[config.mk]
export PLATFORM = sky130hd
export DESIGN_NAME = mem_ctrl_dual_rank_flat
export DESIGN_NICKNAME = d
export VERILOG_FILES = /design/src/rtl/mem_ctrl_dual_rank_if.sv /design/src/rtl/mem_ctrl_dual_rank.sv /design/src/flat_wrapper.sv
export SDC_FILE = /design/constraint.sdc
export NUM_CORES = 1
export LEC_CHECK = 0
export ABC_AREA = 1
export CORE_ASPECT_RATIO = 0.7
export CORE_MARGIN = 2
export CORE_UTILIZATION = 30
export DETAILED_ROUTE_END_ITERATION = 12
export GPL_ROUTABILITY_DRIVEN = 0
export HOLD_SLACK_MARGIN = 0.15
export PLACE_DENSITY = 0.68
export SYNTH_ARGS = -nofsm -noshare
export SYNTH_HDL_FRONTEND = slang
export SYNTH_SLANG_ARGS = --single-unit
export TNS_END_PERCENT = 50
[constraint.sdc]
create_clock -name clk -period 4.8 [get_ports clk]
set_clock_uncertainty 0.2 [all_clocks]
set_input_delay 0.96 -clock clk [delete_from_list [all_inputs] [get_ports clk]]
set_output_delay 0.96 -clock clk [all_outputs]
set_load 0.02 [all_outputs]
[src/rtl/mem_ctrl_dual_rank_if.sv]
// Host request/response handshake bundle for the dual-rank memory controller.
// The master side issues requests and consumes read data; the slave side is the controller.
interface mem_ctrl_dual_rank_if #(
  parameter int BANKADDR_WIDTH = 9,
  parameter int DATA_WIDTH     = 8
);
  logic                    req_valid;
  logic                    req_ready;
  logic                    req_wr;
  logic [BANKADDR_WIDTH:0] req_addr;
  logic [DATA_WIDTH-1:0]   req_wdata;
  logic                    rsp_valid;
  logic                    rsp_ready;
  logic [DATA_WIDTH-1:0]   rsp_rdata;

  modport master (
    output req_valid, req_wr, req_addr, req_wdata, rsp_ready,
    input  req_ready, rsp_valid, rsp_rdata
  );

  modport slave (
    input  req_valid, req_wr, req_addr, req_wdata, rsp_ready,
    output req_ready, rsp_valid, rsp_rdata
  );
endinterface

[src/rtl/mem_ctrl_dual_rank.sv]
// Single-outstanding controller for two byte-wide ranks; write frees in 2 cycles, read data valid from cycle 3.
// One request in flight: req_ready only in IDLE, and the read response is held until rsp_ready.
module mem_ctrl_dual_rank #(
  parameter int BANKADDR_WIDTH = 9,
  parameter int DATA_WIDTH     = 8
) (
  input  logic                      clk,
  input  logic                      rst,
  mem_ctrl_dual_rank_if.slave       host,
  output logic [BANKADDR_WIDTH-1:0] r0_bankAddr,
  output logic [BANKADDR_WIDTH-1:0] r1_bankAddr,
  output logic [DATA_WIDTH-1:0]     r0_dataIn,
  output logic [DATA_WIDTH-1:0]     r1_dataIn,
  output logic                      r0_wr,
  output logic                      r1_wr,
  output logic                      r0_be,
  output logic                      r1_be,
  input  logic [DATA_WIDTH-1:0]     r0_dataOut,
  input  logic [DATA_WIDTH-1:0]     r1_dataOut,
  output logic [15:0]               wr_count,
  output logic [15:0]               rd_count
);
  localparam logic [1:0] IDLE    = 2'd0;
  localparam logic [1:0] ACCESS  = 2'd1;
  localparam logic [1:0] CAPTURE = 2'd2;
  localparam logic [1:0] RESP    = 2'd3;

  logic [1:0]              state_q,  state_d;
  logic [BANKADDR_WIDTH:0] addr_q,   addr_d;
  logic                    wr_q,     wr_d;
  logic [DATA_WIDTH-1:0]   wdata_q,  wdata_d;
  logic [DATA_WIDTH-1:0]   rdata_q,  rdata_d;
  logic [15:0]             wr_cnt_q, wr_cnt_d;
  logic [15:0]             rd_cnt_q, rd_cnt_d;

  logic rank_sel;
  logic rank_active;

  always_comb begin
    state_d  = state_q;
    addr_d   = addr_q;
    wr_d     = wr_q;
    wdata_d  = wdata_q;
    rdata_d  = rdata_q;
    wr_cnt_d = wr_cnt_q;
    rd_cnt_d = rd_cnt_q;
    case (state_q)
      IDLE: begin
        if (host.req_valid) begin
          addr_d  = host.req_addr;
          wr_d    = host.req_wr;
          wdata_d = host.req_wdata;
          state_d = ACCESS;
        end
      end
      ACCESS: begin
        state_d = wr_q ? IDLE : CAPTURE;
        if (wr_q && (wr_cnt_q != 16'hFFFF)) begin
          wr_cnt_d = wr_cnt_q + 16'd1;
        end
      end
      CAPTURE: begin
        // The rank registered its byte at the end of ACCESS; sample it here.
        rdata_d = rank_sel ? r1_dataOut : r0_dataOut;
        state_d = RESP;
      end
      RESP: begin
        if (host.rsp_ready) begin
          state_d = IDLE;
          if (rd_cnt_q != 16'hFFFF) begin
            rd_cnt_d = rd_cnt_q + 16'd1;
          end
        end
      end
      default: state_d = IDLE;
    endcase
  end

  always_ff @(posedge clk) begin
    if (rst) begin
      state_q  <= IDLE;
      addr_q   <= '0;
      wr_q     <= 1'b0;
      wdata_q  <= '0;
      rdata_q  <= '0;
      wr_cnt_q <= '0;
      rd_cnt_q <= '0;
    end else begin
      state_q  <= state_d;
      addr_q   <= addr_d;
      wr_q     <= wr_d;
      wdata_q  <= wdata_d;
      rdata_q  <= rdata_d;
      wr_cnt_q <= wr_cnt_d;
      rd_cnt_q <= rd_cnt_d;
    end
  end

  assign rank_sel    = addr_q[BANKADDR_WIDTH];
  assign rank_active = (state_q == ACCESS) || (state_q == CAPTURE);

  assign r0_be = rank_active && !rank_sel;
  assign r1_be = rank_active &&  rank_sel;
  assign r0_wr = r0_be && (state_q == ACCESS) && wr_q;
  assign r1_wr = r1_be && (state_q == ACCESS) && wr_q;

  assign r0_bankAddr = addr_q[BANKADDR_WIDTH-1:0];
  assign r1_bankAddr = addr_q[BANKADDR_WIDTH-1:0];
  assign r0_dataIn   = wdata_q;
  assign r1_dataIn   = wdata_q;

  assign host.req_ready = (state_q == IDLE);
  assign host.rsp_valid = (state_q == RESP);
  assign host.rsp_rdata = rdata_q;

  assign wr_count = wr_cnt_q;
  assign rd_count = rd_cnt_q;
endmodule

[src/flat_wrapper.sv]
// flat-port wrapper written by rule: the top's interface ports become plain ports
module mem_ctrl_dual_rank_flat 
#(
  parameter int BANKADDR_WIDTH = 9,
  parameter int DATA_WIDTH     = 8
)
  (clk, rst, r0_bankAddr, r1_bankAddr, r0_dataIn, r1_dataIn, r0_wr, r1_wr, r0_be, r1_be, r0_dataOut, r1_dataOut, wr_count, rd_count, host_req_valid, host_req_wr, host_req_addr, host_req_wdata, host_rsp_ready, host_req_ready, host_rsp_valid, host_rsp_rdata);
  mem_ctrl_dual_rank_if #(.BANKADDR_WIDTH(BANKADDR_WIDTH), .DATA_WIDTH(DATA_WIDTH)) host_i ();
  input  logic clk;
  input  logic rst;
  output logic [BANKADDR_WIDTH-1:0] r0_bankAddr;
  output logic [BANKADDR_WIDTH-1:0] r1_bankAddr;
  output logic [DATA_WIDTH-1:0] r0_dataIn;
  output logic [DATA_WIDTH-1:0] r1_dataIn;
  output logic r0_wr;
  output logic r1_wr;
  output logic r0_be;
  output logic r1_be;
  input  logic [DATA_WIDTH-1:0] r0_dataOut;
  input  logic [DATA_WIDTH-1:0] r1_dataOut;
  output logic [15:0] wr_count;
  output logic [15:0] rd_count;
  input wire logic [$bits(host_i.req_valid)-1:0] host_req_valid;
  input wire logic [$bits(host_i.req_wr)-1:0] host_req_wr;
  input wire logic [$bits(host_i.req_addr)-1:0] host_req_addr;
  input wire logic [$bits(host_i.req_wdata)-1:0] host_req_wdata;
  input wire logic [$bits(host_i.rsp_ready)-1:0] host_rsp_ready;
  output wire logic [$bits(host_i.req_ready)-1:0] host_req_ready;
  output wire logic [$bits(host_i.rsp_valid)-1:0] host_rsp_valid;
  output wire logic [$bits(host_i.rsp_rdata)-1:0] host_rsp_rdata;
  assign host_i.req_valid = host_req_valid;
  assign host_i.req_wr = host_req_wr;
  assign host_i.req_addr = host_req_addr;
  assign host_i.req_wdata = host_req_wdata;
  assign host_i.rsp_ready = host_rsp_ready;
  assign host_req_ready = host_i.req_ready;
  assign host_rsp_valid = host_i.rsp_valid;
  assign host_rsp_rdata = host_i.rsp_rdata;
  mem_ctrl_dual_rank #(.BANKADDR_WIDTH(BANKADDR_WIDTH), .DATA_WIDTH(DATA_WIDTH)) u_core (.clk(clk), .rst(rst), .host(host_i), .r0_bankAddr(r0_bankAddr), .r1_bankAddr(r1_bankAddr), .r0_dataIn(r0_dataIn), .r1_dataIn(r1_dataIn), .r0_wr(r0_wr), .r1_wr(r1_wr), .r0_be(r0_be), .r1_be(r1_be), .r0_dataOut(r0_dataOut), .r1_dataOut(r1_dataOut), .wr_count(wr_count), .rd_count(rd_count));
endmodule
==> results.json <==
{
  "drt_wl_total_microns": 9480,
  "detail-route-antenna-nets": 0,
  "gr-usage-all-layers_pct": 15.3,
  "finalSetupViolCount": 0,
  "synthesis.nets": 558,
  "cts_buffers": 9,
  "areaGrowthSynthToFinish_pct": 42.0,
  "layout_common_cells": "nand2_1 (118), clkdlybuf4s50_1 (118), nor2_1 (103)",
  "root_buffer": "clkbuf_16",
  "cts_tree": "yes",
  "via_per_inst": 4.46,
  "grt_antenna_before_repair": 0,
  "outcome": "finished clean",
  "seq_area_frac_synth_pct": 36.1,
  "rows": 32,
  "use_met1_pct": 19.3,
  "ios": 119,
  "drc": 0,
  "numClockSinks": 61,
  "die-area_sq_um": 12200,
  "die_width_microns": 131,
  "postCtsSetupBuffers": 0,
  "grt_max_degree": 27,
  "crit_slowest_cell": "clkdlybuf4s50_1",
  "netlist_instances": 512,
  "dpl_cell_area_sq_um": 4490,
  "maxSlewHeadroom_pct": 57.4,
  "crit_type": "flip-flop to output port",
  "syn_area_per_cell_sq_um": 6.61,
  "holdBufCountCts": 0,
  "drive_above_1_share_pct": 6.27,
  "grtUsageMet3_pct": 5.78,
  "powerDensity_nw_per_um2": 372,
  "start_util_pct": 30.7,
  "worstSetupEndpointType": "output port",
  "worstMarginPinSlew_ps": 638,
  "maxCapViolCount": 0,
  "vias": 3384,
  "grt_pass1_wl_microns": 14600,
  "cts_max_level": 3,
  "first_global_vias": 3140,
  "first_pass_iters": 4,
  "core_sq_um": 11000,
  "period_needed_ps": 3180,
  "portBuffers": 118,
  "yosysUniqueCellTypes": 28,
  "finalSetupTns_ps": 0,
  "ys_ff_latch": 61,
  "min_period_over_period_pct": 66.3,
  "grt_overflow_total": 0,
  "dp_hpwl_microns": 7080,
  "startpoint_type": "flip-flop",
  "p_leak_nw": 1.93,
  "synth_area_sq_um": 3380,
  "busiest_layer": "met2",
  "p_total_mw": 1.78,
  "cp.arrival_ps": 2020,
  "synth_warnings": 0,
  "critPathMaxFanout": 6,
  "cp_slowest_stage_delay_ps": 650,
  "postLayoutCellArea_sq_um": 4800,
  "use_met2_pct": 24.3,
  "drt_iter0_drc": 124,
  "cts.path.max_buffers": 2,
  "slew_violations": 0,
  "nets": 648,
  "cts.reportedPaths.clkPinSlew_ps": 50,
  "worstPathCellList": "inv_1 > ha_1 > nand2_1 > nor3_1 > clkdlybuf4s50_1",
  "cts-resized-gates": 0,
  "clk_latency_ps": 320,
  "cp.required_ps": 3640,
  "finalHoldViolations": 0,
  "fp.dieH_microns": 92.8,
  "hold_class": "flip-flop to flip-flop",
  "num_antenna_cells": 0,
  "fmax_ghz": 0.314,
  "rsz0062_at_grt": "false",
  "wl_per_cell_microns": 12.5,
  "ir_drop_v": 0.000215
}
flip-flops by register name (all words and copies together) (netlist names), named ones only:
signal and count:
u_core.addr_q 10, u_core.host.rsp_rdata 8, u_core.r0_dataIn 8, u_core.rd_count 16
u_core.state_q 1, u_core.wr_count 16, u_core.wr_q 1
synth_stat cells:
library cell    n  area share, %
xor2_1          5            1.3
nor2_2          5           0.92
a21oi_1        18            2.7
dfxtp_1        61             36
ha_1            7            2.6
o211ai_1        8            1.8
nand2_2         4           0.74
inv_1          54            6.0
nand3_2         5            1.5
buf_4          26            5.8
nor2_4          5            1.7
xnor2_1         1           0.26
nor3_1          5           0.74
o22ai_1         1           0.19
nand3_1        35            5.2
o21ai_1         1           0.15
clkinv_1        2           0.22
buf_2           1           0.15
buf_8           1           0.44
nand3b_1        2           0.44
nand2_4         2           0.67
clkbuf_1       11            1.2
buf_6           1           0.33
nand2_1       118             13
nor2_1        103             11
nand4_1         4           0.74
inv_2           3           0.33
o21ai_0        23            3.4
path summary, 6_finish.rpt:
kind,start,end,slack [ps],cells after the start
setup reg to reg,u_core.state_q[0]$_SDFFE_PP0P_,u_core.addr_q[4]$_SDFFE_PP0P_,2450,6
hold reg to reg,u_core.host.rsp_rdata[5]$_SDFFE_PP0P_,u_core.host.rsp_rdata[5]$_SDFFE_PP0P_,290,2
hold / removal,u_core.host.rsp_rdata[5]$_SDFFE_PP0P_,u_core.host.rsp_rdata[5]$_SDFFE_PP0P_,290,2
setup / recovery,flip-flop,r0_wr,1620,5
critical path, delay by kind of cell, from the launching register on:
family	cells	cell delay [ps]
AND/OR/NAND/NOR	2	360
flip-flops	1	330
adder cells (fa/ha/maj)	1	240
buffers and inverters	2	770
metal layers:
layer | vias up | share of wire (%)
met5 | - | 0
met4 | 0 | 0.93
met3 | 11 | 8.7
met2 | 117 | 42
met1 | 1498 | 49
li1 | 1758 | -
logic make-up (layout without fill, tap and decap cells):
family | Yosys count | count (layout) | share of synthesized area, %
simple gates | 288 | 288 | 37.1
flops | 61 | 61 | 36.1
fa+ha+maj | 7 | 7 | 2.59
compound gates | 51 | 51 | 8.18
xor+xnor | 6 | 6 | 1.55
buf+inv | 99 | 193 | 14.5
metrics by stage:
step | utilization (%) | hold slack, ps | setup WS, ps | std cells
6_report | 43.6 | 288 | 1620 | 759
5_1_grt | 43.6 | 323 | 1510 | 759
4_1_cts | 43.6 | 293 | 1590 | 759
3_5_place_dp | 40.8 | 276 | 1540 | 744
3_3_place_gp | 40.8 | 266 | 1560 | 744
2_1_floorplan | - | 280 | 2370 | 512
cell type report:
type | count | area, sq um
Clock buffer | 11 | 233
Fill cell | 1098 | 6210
Sequential cell | 61 | 1220
Inverter | 59 | 221
Timing Repair Buffer | 119 | 1190
Tap cell | 153 | 191
Multi-Input combinational cell | 352 | 1670
Clock inverter | 4 | 73.8
power by group:
part	leakage, nW	internal, mW	total, mW	switching, mW
Clock	0.150	0.452	0.674	0.222
Sequential	0.497	0.562	0.610	0.0486
Combinational	1.29	0.224	0.500	0.276
Note: power is estimated with default switching activity, not from simulation.
